### src/rtl/spi_exch_word.sv
// spi_exch_word: full-duplex SPI master word shifter (CPOL/CPHA, MSB/LSB order, SCLK divider); define SPI_EXCH_CS_EN for chip select with trailing hold
module spi_exch_word #(
  parameter int WORD_W = 8,
  parameter int DIV_W  = 8
) (
  input  logic              clk_i,
  input  logic              rst_i,
  input  logic              cpol_i,
  input  logic              cpha_i,
  input  logic              msb_lsb_sel_i,
  input  logic [DIV_W-1:0]  div_i,
  input  logic              tx_valid_i,
  output logic              tx_ready_o,
  input  logic [WORD_W-1:0] tx_data_i,
  output logic              rx_valid_o,
  output logic [WORD_W-1:0] rx_data_o,
  output logic              busy_o,
  output logic              sclk_o,
  output logic              mosi_o,
`ifdef SPI_EXCH_CS_EN
  output logic              cs_n_o,
  input  logic              cs_keep_i,
`endif
  input  logic              miso_i
);
  localparam int EW = $clog2(2 * WORD_W);
  typedef enum logic [1:0] {IDLE, SHIFT, TRAIL} state_t;
  state_t state, state_d;
  logic rdy_q, cpol_q, cpha_q, lsb_q;
  logic [DIV_W-1:0] div_q, cnt;
  logic [EW-1:0] edges;
  logic [WORD_W-1:0] tx_sr, rx_sr, rx_nxt, rx_fin, tx_ord;
  logic acc, wrap, last, smp, drv, done;
  function automatic logic [WORD_W-1:0] rev(input logic [WORD_W-1:0] v);
    for (int i = 0; i < WORD_W; i++) rev[i] = v[WORD_W-1-i];
  endfunction
  assign tx_ready_o = rdy_q && state == IDLE;
  assign busy_o = state != IDLE;
  assign acc = tx_valid_i && tx_ready_o;
  assign wrap = cnt == div_q;
  assign last = state == SHIFT && wrap && edges == EW'(2 * WORD_W - 1);
  assign smp = state == SHIFT && wrap && (!edges[0] ^ cpha_q);
  assign drv = state == SHIFT && wrap && !(!edges[0] ^ cpha_q) && !last;
  assign rx_nxt = {miso_i, rx_sr[WORD_W-1:1]};
  assign rx_fin = smp ? rx_nxt : rx_sr;
  assign tx_ord = msb_lsb_sel_i ? tx_data_i : rev(tx_data_i);
`ifdef SPI_EXCH_CS_EN
  logic cs_keep_q;
  assign done = state == TRAIL && wrap;
`else
  assign done = last;
`endif
  always_ff @(posedge clk_i)
    state <= rst_i ? IDLE : state_d;
  always_comb begin
    state_d = IDLE;
    case (state)
      IDLE:  state_d = acc ? SHIFT : IDLE;
`ifdef SPI_EXCH_CS_EN
      SHIFT: state_d = last ? TRAIL : SHIFT;
      TRAIL: state_d = wrap ? IDLE : TRAIL;
`else
      SHIFT: state_d = last ? IDLE : SHIFT;
`endif
      default: state_d = IDLE;
    endcase
  end
  always_ff @(posedge clk_i)
    if (rst_i) begin
      rdy_q <= 1'b0;
      rx_valid_o <= 1'b0;
      rx_data_o <= '0;
      sclk_o <= 1'b0;
      mosi_o <= 1'b1;
      cnt <= '0;
      edges <= '0;
      tx_sr <= '0;
      rx_sr <= '0;
      cpol_q <= 1'b0;
      cpha_q <= 1'b0;
      lsb_q <= 1'b0;
      div_q <= '0;
`ifdef SPI_EXCH_CS_EN
      cs_n_o <= 1'b1;
      cs_keep_q <= 1'b0;
`endif
    end else begin
      rdy_q <= 1'b1;
      rx_valid_o <= done;
      rx_data_o <= done ? (lsb_q ? rx_fin : rev(rx_fin)) : rx_data_o;
      cnt <= (state == IDLE || wrap) ? '0 : cnt + DIV_W'(1);
      edges <= state == IDLE ? '0 : edges + EW'(wrap);
      sclk_o <= state == IDLE ? cpol_i : last ? cpol_q : sclk_o ^ (state == SHIFT && wrap);
      mosi_o <= (acc && !cpha_i) ? tx_ord[0] : last ? 1'b1 : drv ? tx_sr[0] : mosi_o;
      tx_sr <= acc ? (cpha_i ? tx_ord : tx_ord >> 1) : drv ? tx_sr >> 1 : tx_sr;
      rx_sr <= acc ? '0 : smp ? rx_nxt : rx_sr;
      cpol_q <= acc ? cpol_i : cpol_q;
      cpha_q <= acc ? cpha_i : cpha_q;
      lsb_q <= acc ? msb_lsb_sel_i : lsb_q;
      div_q <= acc ? div_i : div_q;
`ifdef SPI_EXCH_CS_EN
      cs_keep_q <= acc ? cs_keep_i : cs_keep_q;
      cs_n_o <= acc ? 1'b0 : done ? !cs_keep_q : cs_n_o;
`endif
    end
endmodule

### config.mk
export PLATFORM = sky130hd
export DESIGN_NAME = spi_exch_word
export DESIGN_NICKNAME = d
export VERILOG_FILES = /design/src/rtl/spi_exch_word.sv
export SDC_FILE = /design/constraint.sdc
export NUM_CORES = 1
export LEC_CHECK = 0
export CAP_MARGIN = 0
export CORE_ASPECT_RATIO = 1.75
export CORE_UTILIZATION = 37
export DETAILED_ROUTE_END_ITERATION = 6
export GPL_ROUTABILITY_DRIVEN = 0
export PLACE_DENSITY = 0.55
export SLEW_MARGIN = 10
export SYNTH_ARGS = -nofsm -noshare
export SYNTH_HDL_FRONTEND = slang
export SYNTH_SLANG_ARGS = --single-unit
### constraint.sdc
create_clock -name clk_i -period 5.7 [get_ports clk_i]
set_clock_uncertainty 0.15 [all_clocks]
set_input_delay 0.57 -clock clk_i [delete_from_list [all_inputs] [get_ports clk_i]]
set_output_delay 0.57 -clock clk_i [all_outputs]
set_load 0.05 [all_outputs]
==> flow_summary.ini <==
[clock_network]
cts.path.max_buffers = 2
cts.clk_slew.worst_paths_ns = 0.06
cts_tree = done
hold_buffers = 0
htree_levels = 2
post_cts_resized = 0
clockRootBuffer = clkbuf_16
cts-buffers-inserted = 5
clock_sinks = 52
clkLatencyLatePin_ns = 0.29
post_cts_buffers = 0

[grt]
grt_max_degree = 28
grt_usage = 0.163
grt_pass1_wl_um = 9130
overflow = 0
grt_pass1_vias = 1913
antenna_found_initial = 0

[synth]
synth_cells = 274
synthArstFlopShare = 0
avgSynthCellArea_sq_um = 9.36
yosysMostFrequentCell = dfxtp_1
yosys_register_bits = 52
ys_types = 42
yosys-top-cells-count = 52 x dfxtp_1, 47 x nand2_1, 22 x nor2_1
synth_top_cell_by_area = dfxtp_1
yosysWarningCount = 0
ys.flop_type = dfxtp_1
syn-num-nets = 300
synth_area_sq_um = 2560
yosys.area.top_type_share = 0.406
synth-edff-count = 0
synthTopCellsByArea = dfxtp_1 41%, mux2i_1 7.0%, nand2_1 6.9%, mux4_1 5.1%, mux4_2 4.4%
yosysSeqAreaShare = 0.406

[critical_path]
crit_arrival_ns = 2.67
crit_buf_inv = 0
cp-start-kind = flop
r2r-start = cnt[5]
critPathMaxStageDelay_ns = 0.67
crit_fanout = 14
crit_chain = xnor2_1 -> nand4_2 -> nor3_4 -> mux4_1 -> a22o_1
critPathKind = reg -> reg
ff2ff_setup_slack_ns = 3.07
critical-path-slowest-cell = nor3_4
crit_family = simple AND/OR/NAND/NOR gates
r2r-end = rx_data_o[6]
cp-end-kind = flop
reg2regPathDepth = 5
required_ns = 5.73

[sta]
max-slew-margin-rel = 0.370
hold_viol_final = 0
tightest_slew_ns = 0.943
grt_setup_unrepaired = no
setup_tns_ns = 0
fin_ws_ns = 3.07
setup_viol = 0
period_share = 0.462
post-route-min-period_ns = 2.63
slew_violations = 0
max_freq_ghz = 0.380

[floorplan]
start_util = 0.387
io_pins = 36
die_x_um = 64.9
floorplan.core_area_sq_um = 6640
num_rows = 39
die_area_sq_um = 7280
die_h_um = 112

[detailed_routing]
ant_nets = 0
wirelength_um = 5340
drc = 0
firstDrtPassIters = 4
vias_per_cell = 5.33
wl_per_cell_um = 13.9
via_count = 2041
drtIter0Drc = 72

[placement]
place_ws_ns = 3.02
hpwl_um = 3940
port_buffers = 35

[worst_hold_path]
worstHoldStart = rx_data_o[3]
hold_depth = 2
min_path_type = reg -> reg
hold_path_end = rx_data_o[3]

[power]
power_density_nw_per_um2 = 250
internal_power_uw = 578
p_sw_frac = 0.251
p_seq_frac = 0.494
ir_worst_vdd_v = 0.000139
p_total_uw = 771
p_comb_frac = 0.135
power_leakage_uw = 0.00110
switchingPower_uw = 193
clock_power_share = 0.371

[outcome]
status = finished, final reports clean

[finish]
syn_to_final_growth_pct = 20.3
fin_nets = 327
diodes = 0
drive_above_1_share = 0.0664

[job]
drv_cap = 0
worst max path at each step:
stage	cells after the start	startpoint	slack [ns]	end
after floorplan	4	state[0]	3.49	rx_data_o[6]
after global placement	5	msb_lsb_sel_i	2.99	tx_sr[0]
after detailed placement	5	tx_valid_i	3.02	mosi_o
after CTS	5	cnt[5]	3.03	rx_data_o[6]
after global routing	4	state[0]	2.87	rx_data_o[6]
final	5	cnt[5]	3.07	rx_data_o[6]
worst register-to-register path, cell delays in order (launching register included):
cell and delay (ns):
dfxtp_1 0.34, xnor2_1 0.26, nand4_2 0.26, nor3_4 0.67, mux4_1 0.64, a22o_1 0.20
metrics by stage:
step | cells | hold slack (ns) | util | area (sq um)
2_1_floorplan | 274 | 0.286 | - | 2560
3_3_place_gp | 376 | 0.288 | 0.445 | 2950
3_5_place_dp | 376 | 0.297 | 0.445 | 2950
4_1_cts | 383 | 0.307 | 0.465 | 3090
5_1_grt | 383 | 0.329 | 0.465 | 3090
6_report | 383 | 0.302 | 0.465 | 3090
cells by family (layout without fill, tap and decap cells):
family | count (synthesis) | in the layout | synth area share
compound gates | 44 | 44 | 0.111
xor+xnor | 18 | 18 | 0.0615
fa+ha+maj | 3 | 3 | 0.0146
buf+inv | 19 | 46 | 0.0317
flops | 52 | 52 | 0.406
mux | 28 | 28 | 0.165
simple gates | 110 | 110 | 0.210
per-layer routing:
| metal | share of wire | GRT usage | vias to the layer above |
|---|---|---|---|
| met2 | 0.53 | 0.281 | 36 |
| met3 | 0.032 | 0.0356 | 6 |
| met4 | 0.020 | 0.0711 | 0 |
| met5 | 0 | 0 | - |
| li1 | - | - | 1037 |
| met1 | 0.41 | 0.189 | 962 |
sequential cells by signal, indices dropped and copies added, names as in the netlist:
register / count
rx_data_o: 8
edges: 4
sclk_o: 1
rx_valid_o: 1
cnt: 8
rx_sr: 8
cpha_q: 1
state: 1
lsb_q: 1
mosi_o: 1
cpol_q: 1
tx_sr: 8
div_q: 8
rdy_q: 1
final cells by class:
cell class | instances | area, sq um
Clock buffer | 6 | 129
Inverter | 4 | 15.0
Multi-Input combinational cell | 203 | 1440
Fill cell | 679 | 3550
Sequential cell | 52 | 1040
Clock inverter | 1 | 5.00
Tap cell | 82 | 103
Timing Repair Buffer | 35 | 350
power by group through the flow:
stage / registers [uW] / logic (uW) / clock network, uW
after CTS: 381 / 106 / 298
after detailed placement: 390 / 105 / 0
after global routing: 383 / 115 / 310
after floorplan: 391 / 69.7 / 0
after global placement: 390 / 105 / 0
final: 381 / 104 / 286
cell usage in the layout, fill, tap and decap left out, types with 3 or more instances in the layout:
master           instances
a21oi_1                 17
a22o_1                   5
and3_1                   4
and4_1                   3
clkbuf_16                5
clkdlybuf4s50_1         35
dfxtp_1                 52
ha_1                     3
mux2i_1                 18
mux4_1                   5
mux4_2                   5
nand2_1                 47
nand2b_1                 4
nand3_1                 11
nor2_1                  22
nor4_1                   5
o21ai_0                  8
o21ai_1                  3
xnor2_1                 12
xor2_1                   6
(Power assumes the default switching activity.)
